$ cat src/rtl/rx_discard_stats_if.sv
// rx_discard_stats_if
//   Bundles the per-region discard MVB stream and the MI slave bus of
//   rx_discard_stats.
//   master modport: traffic source / software side (drives MVB and MI requests)
//   slave  modport: statistics unit (drives MI read data and ready signals)
//   MVB : RX_MVB_DISCARD[REGIONS], RX_MVB_VLD[REGIONS], RX_MVB_SRC_RDY
//   MI  : MI_DWR[32], MI_ADDR[MI_ADDR_WIDTH], MI_RD, MI_WR, MI_BE[4],
//         MI_DRD[32], MI_ARDY, MI_DRDY
interface rx_discard_stats_if #(
   parameter int unsigned REGIONS       = 4,
   parameter int unsigned MI_ADDR_WIDTH = 32
);
   logic [REGIONS-1:0]       RX_MVB_DISCARD;
   logic [REGIONS-1:0]       RX_MVB_VLD;
   logic                     RX_MVB_SRC_RDY;

   logic [31:0]              MI_DWR;
   logic [MI_ADDR_WIDTH-1:0] MI_ADDR;
   logic                     MI_RD;
   logic                     MI_WR;
   logic [3:0]               MI_BE;
   logic [31:0]              MI_DRD;
   logic                     MI_ARDY;
   logic                     MI_DRDY;

   modport master (
      output RX_MVB_DISCARD, RX_MVB_VLD, RX_MVB_SRC_RDY,
      output MI_DWR, MI_ADDR, MI_RD, MI_WR, MI_BE,
      input  MI_DRD, MI_ARDY, MI_DRDY
   );

   modport slave (
      input  RX_MVB_DISCARD, RX_MVB_VLD, RX_MVB_SRC_RDY,
      input  MI_DWR, MI_ADDR, MI_RD, MI_WR, MI_BE,
      output MI_DRD, MI_ARDY, MI_DRDY
   );
endinterface

$ cat src/rtl/rx_discard_stats.sv
// rx_discard_stats
//   Per-channel RX frame statistics: counts total and discarded frames
//   reported on the RX MAC Lite discard MVB stream and exposes them to
//   software through an MI slave with an atomic snapshot/clear mechanism.
//
//   Ports:
//     CLK    clock
//     RESET  synchronous, active-high reset
//     bus    rx_discard_stats_if.slave (discard MVB input + MI slave)
//
//   MI map: 0x00/0x04 shadow total lo/hi, 0x08/0x0C shadow discarded lo/hi,
//           0x10 CTRL (wo: bit0 SNAPSHOT, bit1 CLEAR, needs MI_BE[0]),
//           0x14 STATUS (ro: bit0 total saturated, bit1 discarded saturated).
//
//   Build option: define RX_DISCARD_STATS_SATURATE_EN to make the live
//   counters saturate at all-ones with sticky STATUS flags; otherwise they
//   wrap and STATUS reads 0.
module rx_discard_stats #(
   parameter int unsigned REGIONS       = 4,
   parameter int unsigned CNT_WIDTH     = 64,
   parameter int unsigned MI_DATA_WIDTH = 32,
   parameter int unsigned MI_ADDR_WIDTH = 32
) (
   input  logic              CLK,
   input  logic              RESET,
   rx_discard_stats_if.slave bus
);

   localparam int unsigned IW = $clog2(REGIONS + 1);

   typedef enum logic [2:0] {
      REG_TOT_LO = 3'd0,
      REG_TOT_HI = 3'd1,
      REG_DIS_LO = 3'd2,
      REG_DIS_HI = 3'd3,
      REG_CTRL   = 3'd4,
      REG_STATUS = 3'd5
   } reg_sel_t;

   logic [REGIONS-1:0]       vld;
   logic [REGIONS-1:0]       dis;
   logic [MI_ADDR_WIDTH-1:0] addr;
   reg_sel_t                 sel;

   logic [IW-1:0]            nxt_tot, nxt_dis;
   logic [IW-1:0]            inc_tot, inc_dis;
   logic [CNT_WIDTH-1:0]     live_tot, live_dis;
   logic [CNT_WIDTH-1:0]     acc_tot, acc_dis;
   logic                     ovf_tot, ovf_dis;
   logic [CNT_WIDTH-1:0]     shd_tot, shd_dis;
   logic                     sat_tot, sat_dis;

   logic                     ctrl_wr, snap, clr;
   logic [MI_DATA_WIDTH-1:0] rdata;
   logic [MI_DATA_WIDTH-1:0] drd_q;
   logic                     drdy_q;
   logic                     unused_mi;

   assign vld  = bus.RX_MVB_VLD;
   assign dis  = bus.RX_MVB_DISCARD;
   assign addr = bus.MI_ADDR;
   assign sel  = reg_sel_t'(addr[4:2]);

   assign unused_mi = ^{addr[MI_ADDR_WIDTH-1:5], addr[1:0],
                        bus.MI_DWR[31:2], bus.MI_BE[3:1]};

   // Stage 1: per-word popcounts of qualified frames
   always_comb begin
      nxt_tot = '0;
      nxt_dis = '0;
      for (int unsigned i = 0; i < REGIONS; i++) begin
         nxt_tot = nxt_tot + IW'(vld[i] & bus.RX_MVB_SRC_RDY);
         nxt_dis = nxt_dis + IW'(vld[i] & dis[i] & bus.RX_MVB_SRC_RDY);
      end
   end

   always_ff @(posedge CLK) begin
      if (RESET) begin
         inc_tot <= '0;
         inc_dis <= '0;
      end else begin
         inc_tot <= nxt_tot;
         inc_dis <= nxt_dis;
      end
   end

   // Stage 2 accumulate
`ifdef RX_DISCARD_STATS_SATURATE_EN
   logic [CNT_WIDTH:0] sum_tot, sum_dis;

   always_comb begin
      sum_tot = {1'b0, live_tot} + (CNT_WIDTH + 1)'(inc_tot);
      sum_dis = {1'b0, live_dis} + (CNT_WIDTH + 1)'(inc_dis);
      ovf_tot = sum_tot[CNT_WIDTH];
      ovf_dis = sum_dis[CNT_WIDTH];
      acc_tot = ovf_tot ? '1 : sum_tot[CNT_WIDTH-1:0];
      acc_dis = ovf_dis ? '1 : sum_dis[CNT_WIDTH-1:0];
   end
`else
   always_comb begin
      acc_tot = live_tot + CNT_WIDTH'(inc_tot);
      acc_dis = live_dis + CNT_WIDTH'(inc_dis);
      ovf_tot = 1'b0;
      ovf_dis = 1'b0;
   end
`endif

   assign ctrl_wr = bus.MI_WR && (sel == REG_CTRL) && bus.MI_BE[0];
   assign snap    = ctrl_wr & bus.MI_DWR[0];
   assign clr     = ctrl_wr & bus.MI_DWR[1];

   // CLEAR reloads the live counters with the increment in flight this cycle
   // so no frame is lost; SNAPSHOT samples the pre-update live value, which
   // yields an atomic read-and-clear when both bits are written together.
   always_ff @(posedge CLK) begin
      if (RESET) begin
         live_tot <= '0;
         live_dis <= '0;
         shd_tot  <= '0;
         shd_dis  <= '0;
         sat_tot  <= 1'b0;
         sat_dis  <= 1'b0;
      end else begin
         if (clr) begin
            live_tot <= CNT_WIDTH'(inc_tot);
            live_dis <= CNT_WIDTH'(inc_dis);
            sat_tot  <= 1'b0;
            sat_dis  <= 1'b0;
         end else begin
            live_tot <= acc_tot;
            live_dis <= acc_dis;
            if (ovf_tot) sat_tot <= 1'b1;
            if (ovf_dis) sat_dis <= 1'b1;
         end
         if (snap) begin
            shd_tot <= live_tot;
            shd_dis <= live_dis;
         end
      end
   end

   // MI read path
   always_comb begin
      rdata = '0;
      case (sel)
         REG_TOT_LO: rdata = shd_tot[31:0];
         REG_TOT_HI: rdata = MI_DATA_WIDTH'(shd_tot[CNT_WIDTH-1:32]);
         REG_DIS_LO: rdata = shd_dis[31:0];
         REG_DIS_HI: rdata = MI_DATA_WIDTH'(shd_dis[CNT_WIDTH-1:32]);
         REG_STATUS: rdata = MI_DATA_WIDTH'({sat_dis, sat_tot});
         default:    rdata = '0;
      endcase
   end

   always_ff @(posedge CLK) begin
      if (RESET) begin
         drd_q  <= '0;
         drdy_q <= 1'b0;
      end else begin
         drdy_q <= bus.MI_RD;
         if (bus.MI_RD) drd_q <= rdata;
      end
   end

   assign bus.MI_ARDY = bus.MI_RD | bus.MI_WR;
   assign bus.MI_DRD  = drd_q;
   assign bus.MI_DRDY = drdy_q;

endmodule

$ cat src/flat_wrapper.sv
// flat-port wrapper written by rule: the top's interface ports become plain ports
module rx_discard_stats_flat 
#(
   parameter int unsigned REGIONS       = 4,
   parameter int unsigned CNT_WIDTH     = 64,
   parameter int unsigned MI_DATA_WIDTH = 32,
   parameter int unsigned MI_ADDR_WIDTH = 32
)
  (CLK, RESET, bus_RX_MVB_DISCARD, bus_RX_MVB_VLD, bus_RX_MVB_SRC_RDY, bus_MI_DWR, bus_MI_ADDR, bus_MI_RD, bus_MI_WR, bus_MI_BE, bus_MI_DRD, bus_MI_ARDY, bus_MI_DRDY);
  rx_discard_stats_if #(.REGIONS(REGIONS), .MI_ADDR_WIDTH(MI_ADDR_WIDTH)) bus_i ();
  input  logic CLK;
  input  logic RESET;
  input wire logic [$bits(bus_i.RX_MVB_DISCARD)-1:0] bus_RX_MVB_DISCARD;
  input wire logic [$bits(bus_i.RX_MVB_VLD)-1:0] bus_RX_MVB_VLD;
  input wire logic [$bits(bus_i.RX_MVB_SRC_RDY)-1:0] bus_RX_MVB_SRC_RDY;
  input wire logic [$bits(bus_i.MI_DWR)-1:0] bus_MI_DWR;
  input wire logic [$bits(bus_i.MI_ADDR)-1:0] bus_MI_ADDR;
  input wire logic [$bits(bus_i.MI_RD)-1:0] bus_MI_RD;
  input wire logic [$bits(bus_i.MI_WR)-1:0] bus_MI_WR;
  input wire logic [$bits(bus_i.MI_BE)-1:0] bus_MI_BE;
  output wire logic [$bits(bus_i.MI_DRD)-1:0] bus_MI_DRD;
  output wire logic [$bits(bus_i.MI_ARDY)-1:0] bus_MI_ARDY;
  output wire logic [$bits(bus_i.MI_DRDY)-1:0] bus_MI_DRDY;
  assign bus_i.RX_MVB_DISCARD = bus_RX_MVB_DISCARD;
  assign bus_i.RX_MVB_VLD = bus_RX_MVB_VLD;
  assign bus_i.RX_MVB_SRC_RDY = bus_RX_MVB_SRC_RDY;
  assign bus_i.MI_DWR = bus_MI_DWR;
  assign bus_i.MI_ADDR = bus_MI_ADDR;
  assign bus_i.MI_RD = bus_MI_RD;
  assign bus_i.MI_WR = bus_MI_WR;
  assign bus_i.MI_BE = bus_MI_BE;
  assign bus_MI_DRD = bus_i.MI_DRD;
  assign bus_MI_ARDY = bus_i.MI_ARDY;
  assign bus_MI_DRDY = bus_i.MI_DRDY;
  rx_discard_stats #(.REGIONS(REGIONS), .CNT_WIDTH(CNT_WIDTH), .MI_DATA_WIDTH(MI_DATA_WIDTH), .MI_ADDR_WIDTH(MI_ADDR_WIDTH)) u_core (.CLK(CLK), .RESET(RESET), .bus(bus_i));
endmodule
$ cat config.mk
export PLATFORM = sky130hd
export DESIGN_NAME = rx_discard_stats_flat
export DESIGN_NICKNAME = d
export VERILOG_FILES = /design/src/rtl/rx_discard_stats_if.sv /design/src/rtl/rx_discard_stats.sv /design/src/flat_wrapper.sv
export SDC_FILE = /design/constraint.sdc
export NUM_CORES = 1
export LEC_CHECK = 0
export CAP_MARGIN = 0
export CELL_PAD_IN_SITES_DETAIL_PLACEMENT = 0
export CELL_PAD_IN_SITES_GLOBAL_PLACEMENT = 2
export CORE_ASPECT_RATIO = 0.6
export CORE_MARGIN = 5
export CORE_UTILIZATION = 35
export DETAILED_ROUTE_END_ITERATION = 8
export PLACE_DENSITY_LB_ADDON = 0.2
export SYNTH_ARGS = -nofsm -noshare
export SYNTH_HDL_FRONTEND = slang
export SYNTH_SLANG_ARGS = --single-unit
export TNS_END_PERCENT = 10
$ cat constraint.sdc
create_clock -name CLK -period 2.9 [get_ports CLK]
set_input_delay 0.725 -clock CLK [delete_from_list [all_inputs] [get_ports CLK]]
set_output_delay 0.725 -clock CLK [all_outputs]
set_load 0.05 [all_outputs]
==> reports/results.ini <==
[outcome]
run_status = complete, no violations

[finish]
finish.utilization = 0.4184
area_growth_pct = 17.79
nets = 1727
layoutNonFillerInstCount = 2126
drive_gt1_frac = 0.09642

[clocking]
hold_buffers = 0
cts_resized = 0
cts_made_buffers = 30
cts_tree = done
clock_sinks = 295
cts_buffer_depth = 3
clk_pin_slew_ns = 0.06
htreeDepth = 1
cts_root_buf = clkbuf_16
clkLatencyLatePin_ns = 0.57
postCtsSetupRepairBufs = 0

[sta]
rsz0062_at_grt = no
post-route-period-util = 0.9138
finalSetupViolCount = 0
fmax_ghz = 0.3774
tightest_slew_ns = 0.8512
fin_ws_ns = 0.2500
tns_ns = 0
hold_viol_final = 0
fin_crit_ns = 2.650
timing.slew.headroom = 0.4304
maxSlewViolCount = 0
clock_skew_ns = 0.01006
fin_hold_ws_ns = 0.4510

[power_and_ir_drop]
p_seq_frac = 0.494
ir_drop_mv = 0.4464
clock_power_share = 0.452
comb_power_share = 0.055
powerDensity_mw_per_mm2 = 547.7
swShare = 0.2377
cell_internal_pwr_mw = 6.349
p_leak_nw = 4.983
power.switching_mw = 1.979

[placed_design]
place.gp.congestion = 0.8180
port_buffers = 52
dp.cells = 2076
place_ws_ns = 0.1144
dp.final_hpwl_um = 29850

[grt]
grt_max_degree = 69
grt_pass1_wl_um = 64050
first_global_vias = 10283
grt_overflow = 0
track_usage = 0.1953
antenna_found_initial = 1

[detailed_routing]
dr_wl_met3_um = 2719
top_layer_used = met4
drt_iter0_drc = 901
dr_wl_met2_um = 15560
routedLengthMet1_um = 23090
ant_nets = 0
drc = 0
via_per_inst = 5.398
vias = 11476
drt_first_pass_iters = 5
totalWireLength_um = 41920
post_drt_wl_per_cell_um = 19.72

[worst_setup_path]
cp.required_ns = 3.40
critPathCaptureType = flop
arrival_ns = 3.15
ff2ff_setup_slack_ns = 0.25
worstSetupPathType = reg2reg
crit_path_start_kind = flop
cp_max_fo = 9

[floorplan]
die_h_um = 158.8
die_area_mm2 = 0.04095
core-area_mm2 = 0.03635
boundaryPins = 115
start_util = 0.3552
row_count = 54
die_w_um = 257.9

[logic_synthesis]
yosysWarnings = 0
synth_fp_nets = 1681
avgSynthCellArea_um2 = 8.140
syn-instance-count = 1586
ys_seq_area_frac = 0.4575
synth_flop_cell = dfxtp_1
synth_seq_cells = 295
yosysUniqueCellTypes = 48
netlist_area_mm2 = 0.01291
async_reset_ff_frac = 0
synth_edf_count = 0

[min_path]
hp-class = reg2reg

[flow_run]
drv_cap = 0

## registers in the layout, indices dropped and copies added, names as in the netlist
register	cells
u_core.bus.MI_DRD	32
u_core.bus.MI_DRDY	1
u_core.inc_dis	3
u_core.inc_tot	3
u_core.live_dis	64
u_core.live_tot	64
u_core.shd_dis	64
u_core.shd_tot	64
## per-stage QoR
| step | total power [mW] | area [µm²] |
|---|---|---|
| finish | 8.329 | 15210 |
| global route | 8.608 | 15200 |
| CTS | 8.427 | 15200 |
| detailed placement | 4.660 | 14290 |
| global placement | 4.657 | 14290 |
| floorplan | 4.454 | 12910 |
## synth_stat cells, types with 6 or more instances
library cell / instances / area (µm²)
nand2_1: 341 / 1280
dfxtp_1: 295 / 5906
a21oi_1: 189 / 945.9
nor2_1: 121 / 454.2
clkbuf_1: 80 / 300.3
o21ai_0: 73 / 365.4
nand4_1: 58 / 362.9
nand3_1: 50 / 250.2
or3_1: 45 / 281.5
xor2_1: 44 / 385.4
a22oi_1: 31 / 232.7
mux2_2: 31 / 349.1
o211ai_1: 31 / 232.7
xnor2_1: 20 / 175.2
and3_1: 15 / 93.84
nor4_1: 15 / 93.84
or4_1: 15 / 112.6
inv_1: 14 / 52.55
nor3_1: 13 / 65.06
o31ai_1: 12 / 90.09
buf_1: 11 / 41.29
ha_1: 10 / 125.1
nor2b_1: 9 / 56.30
and4_1: 6 / 52.55
nand4_2: 6 / 75.07
## worst max-delay path: stages, from the launching register on
cell      delay [ns]
dfxtp_1         0.37
ha_1            0.36
nand3_1         0.23
a211oi_2        0.34
nand4_1         0.48
or4_1           0.65
a21oi_1         0.15
## final cells by class
| type | count | area [µm²] |
|---|---|---|
| Timing Repair Buffer | 110 | 1132 |
| Sequential cell | 295 | 5906 |
| Fill cell | 3691 | 21140 |
| Inverter | 14 | 52.55 |
| Clock inverter | 2 | 10.01 |
| Tap cell | 476 | 595.6 |
| Multi-Input combinational cell | 1181 | 6603 |
| Antenna cell | 1 | 2.502 |
| Clock buffer | 47 | 905.9 |
## power groups by stage
stage / clock [mW] / sequential, mW / combinational [mW]
after detailed placement: 0 / 4.20 / 0.457
after global routing: 4.00 / 4.12 / 0.490
after CTS: 3.86 / 4.11 / 0.459
after floorplan: 0 / 4.27 / 0.185
after global placement: 0 / 4.20 / 0.455
final: 3.76 / 4.11 / 0.455
## metal layers
| layer | up-vias | GRT usage |
|---|---|---|
| met5 | - | 0 |
| met2 | 302 | 0.2486 |
| met1 | 5487 | 0.3322 |
| met3 | 39 | 0.04000 |
| met4 | 0 | 0.02861 |
| li1 | 5648 | - |
## kinds of logic after synthesis
kind of cell,Yosys count,synth area share
XOR/XNOR,64,0.04342
buffers and inverters,110,0.03247
multiplexers,37,0.03266
adder cells (fa/ha/maj),14,0.01589
AND/OR/NAND/NOR,721,0.2664
AO/OA/AOI/OAI,345,0.1517
flip-flops,295,0.4575
## final timing paths
path	from	end	depth (start not counted)
hold / removal	u_core.shd_dis[8]$_SDFFE_PP0P_	u_core.shd_dis[8]$_SDFFE_PP0P_	2
hold reg to reg	u_core.shd_dis[8]$_SDFFE_PP0P_	u_core.shd_dis[8]$_SDFFE_PP0P_	2
setup / recovery	u_core.inc_tot[2]$_SDFF_PP0_	u_core.live_tot[57]$_SDFF_PP0_	6
setup reg to reg	u_core.inc_tot[2]$_SDFF_PP0_	u_core.live_tot[57]$_SDFF_PP0_	6
## cells in the final DEF, fill, tap and decap left out, types with 14 or more instances in the layout
cell / count
o211ai_1: 31
or4_1: 15
mux2_2: 31
a22oi_1: 31
inv_1: 14
and3_1: 15
buf_4: 44
xnor2_1: 20
buf_12: 15
nand4_1: 58
or3_1: 45
nand2_1: 341
clkbuf_16: 31
o21ai_0: 73
xor2_1: 44
nor4_1: 15
nor2_1: 121
dfxtp_1: 295
clkdlybuf4s50_1: 48
a21oi_1: 189
nand3_1: 50
Note: power is estimated with default switching activity, not from simulation.
==> edit (config.mk and constraints unchanged) <==
The option `RX_DISCARD_STATS_SATURATE_EN` is turned on by a define.
--- a/src/rtl/rx_discard_stats.sv
+++ b/src/rtl/rx_discard_stats.sv
@@ -15,6 +15,8 @@
 //   Build option: define RX_DISCARD_STATS_SATURATE_EN to make the live
 //   counters saturate at all-ones with sticky STATUS flags; otherwise they
 //   wrap and STATUS reads 0.
+`define RX_DISCARD_STATS_SATURATE_EN
+
 module rx_discard_stats #(
    parameter int unsigned REGIONS       = 4,
    parameter int unsigned CNT_WIDTH     = 64,
Behaviour: no difference found for any inputs over 4 cycles, from zero or initial values and one cycle with RESET high; that may be too few to reach the edited logic, so the function may still have changed.
==> edit against the unedited design <==
Power grew 1.7%. Sequential cell count grew 2. Routed wire length shrank 1.2%. Worst setup slack lost 0.066 ns. Highest routed layer unchanged. Critical path type unchanged. Combinational power shrank 37%. Area after synthesis grew 1.0%. Non-clock buffer count shrank 2. Design area grew 1.1%. Hold slack gained 0.0047 ns.
==> edit: results <==
{
  "ys_top_cells_by_area": "dfxtp_1 (46%), a21oi_1 (9.7%), nand2_1 (9.1%)",
  "synthDistinctLibCells": 54,
  "grtUsageTotal_pct": 19.4,
  "use_met2_pct": 26.6,
  "pwr-share-comb_pct": 3.4,
  "dp_hpwl_um": 29300,
  "cts_setup_buffers": 0,
  "clock_latency_ns": 0.56,
  "leakage_nw": 4.82,
  "yosysSeqAreaShare_pct": 45.6,
  "grt_max_degree": 97,
  "critPathArrivalTime_ns": 3.18,
  "drive_above_1_share_pct": 10.8,
  "clk_pin_slew_ns": 0.06,
  "diodes": 0,
  "peakVddDrop_uv": 449,
  "outcome": "finished, final reports clean",
  "worst_clock_skew_ns": 0.00950,
  "synthMuxAreaShare_pct": 0.537,
  "path_max_fanout": 32,
  "grt_pass1_wl_um": 63800,
  "antenna_found_initial": 0,
  "met3_usage_pct": 3.15,
  "p_clk_share_pct": 48.1,
  "post-place-ws_ns": 0.122,
  "async_flop_share_pct": 0,
  "vias_per_cell": 5.23,
  "p_sw_share_pct": 22.3,
  "synth_xor_area_share_pct": 6.85,
  "min_path_type": "flip-flop to flip-flop",
  "first_pass_iters": 5,
  "synthAdderAreaFrac_pct": 1.57,
  "synth.top_cells.by_count": "nand2_1 (315), dfxtp_1 (297), a21oi_1 (252)",
  "cp_slowest_stage_delay_ns": 0.52,
  "port_buffers": 52,
  "met1_usage_pct": 31.4,
  "comb-power_uw": 288,
  "clockBufferDepth": 3,
  "synth-compound-area-share_pct": 18.9,
  "tightest_slew_ns": 0.631,
  "gp_congestion": 0.839,
  "synth_top_cell_by_area": "dfxtp_1",
  "drt_iter0_drc": 873,
  "worst_path_max_delay_cell": "nor4_1",
  "wl_per_cell_um": 19.3,
  "syn-num-nets": 1673
}
edit: cell count changes in the layout (fill, tap and decap cells not counted), moves of 31 or more:
cell and change:
xnor2_1 +41, mux2_2 -31, or3_1 -35, a21oi_2 +48
o21ai_0 -62, a21oi_1 +63
edit: metrics by stage:
| step | area, um^2 | utilization [%] | cells |
|---|---|---|---|
| floorplan | 13000 | - | 1578 |
| finish | 15400 | 42.0 | 2142 |
| global placement | 14300 | 39.2 | 2087 |
| detailed placement | 14300 | 39.2 | 2087 |
| CTS | 15400 | 42.0 | 2142 |
| global route | 15400 | 42.0 | 2142 |
edit: area by class of cell:
type                    count  area (um^2)
well taps                 504          631
flip-flops and latches    297         5950
fillers                  3791        21200
repair buffers            108         1100
clock inverters            10          125
inverters                  22         82.6
clock buffers              45          898
multi-input cells        1156         6590
edit: path summary, 6_finish.rpt:
kind	from	depth (start not counted)	to	slack [ns]
min	u_core.shd_tot[63]	2	u_core.shd_tot[63]	0.46
max reg2reg	u_core.live_dis[22]	6	u_core.live_dis[2]	0.18
min reg2reg	u_core.shd_tot[63]	2	u_core.shd_tot[63]	0.46
max	u_core.live_dis[22]	6	u_core.live_dis[2]	0.18
edit: worst min-delay path: cells and delay by family (launching register included):
family / cells / cell delay [ns]
compound gates: 1 / 0.05
flops: 1 / 0.31
simple gates: 1 / 0.05
edit: logic make-up (layout without fill, tap and decap cells):
kind of cell    after synthesis  in the layout
simple gates                627            627
compound gates              406            406
mux                           7              7
flops                       297            297
xor+xnor                    102            102
fa+ha+maj                    14             14
buf+inv                     125            185
edit: per-layer routing:
layer  part of all wire [%]  wire [um]
met1                     54      22500
met2                     40      16400
met3                    4.1       1680
met4                    2.0        838
met5                      0          0
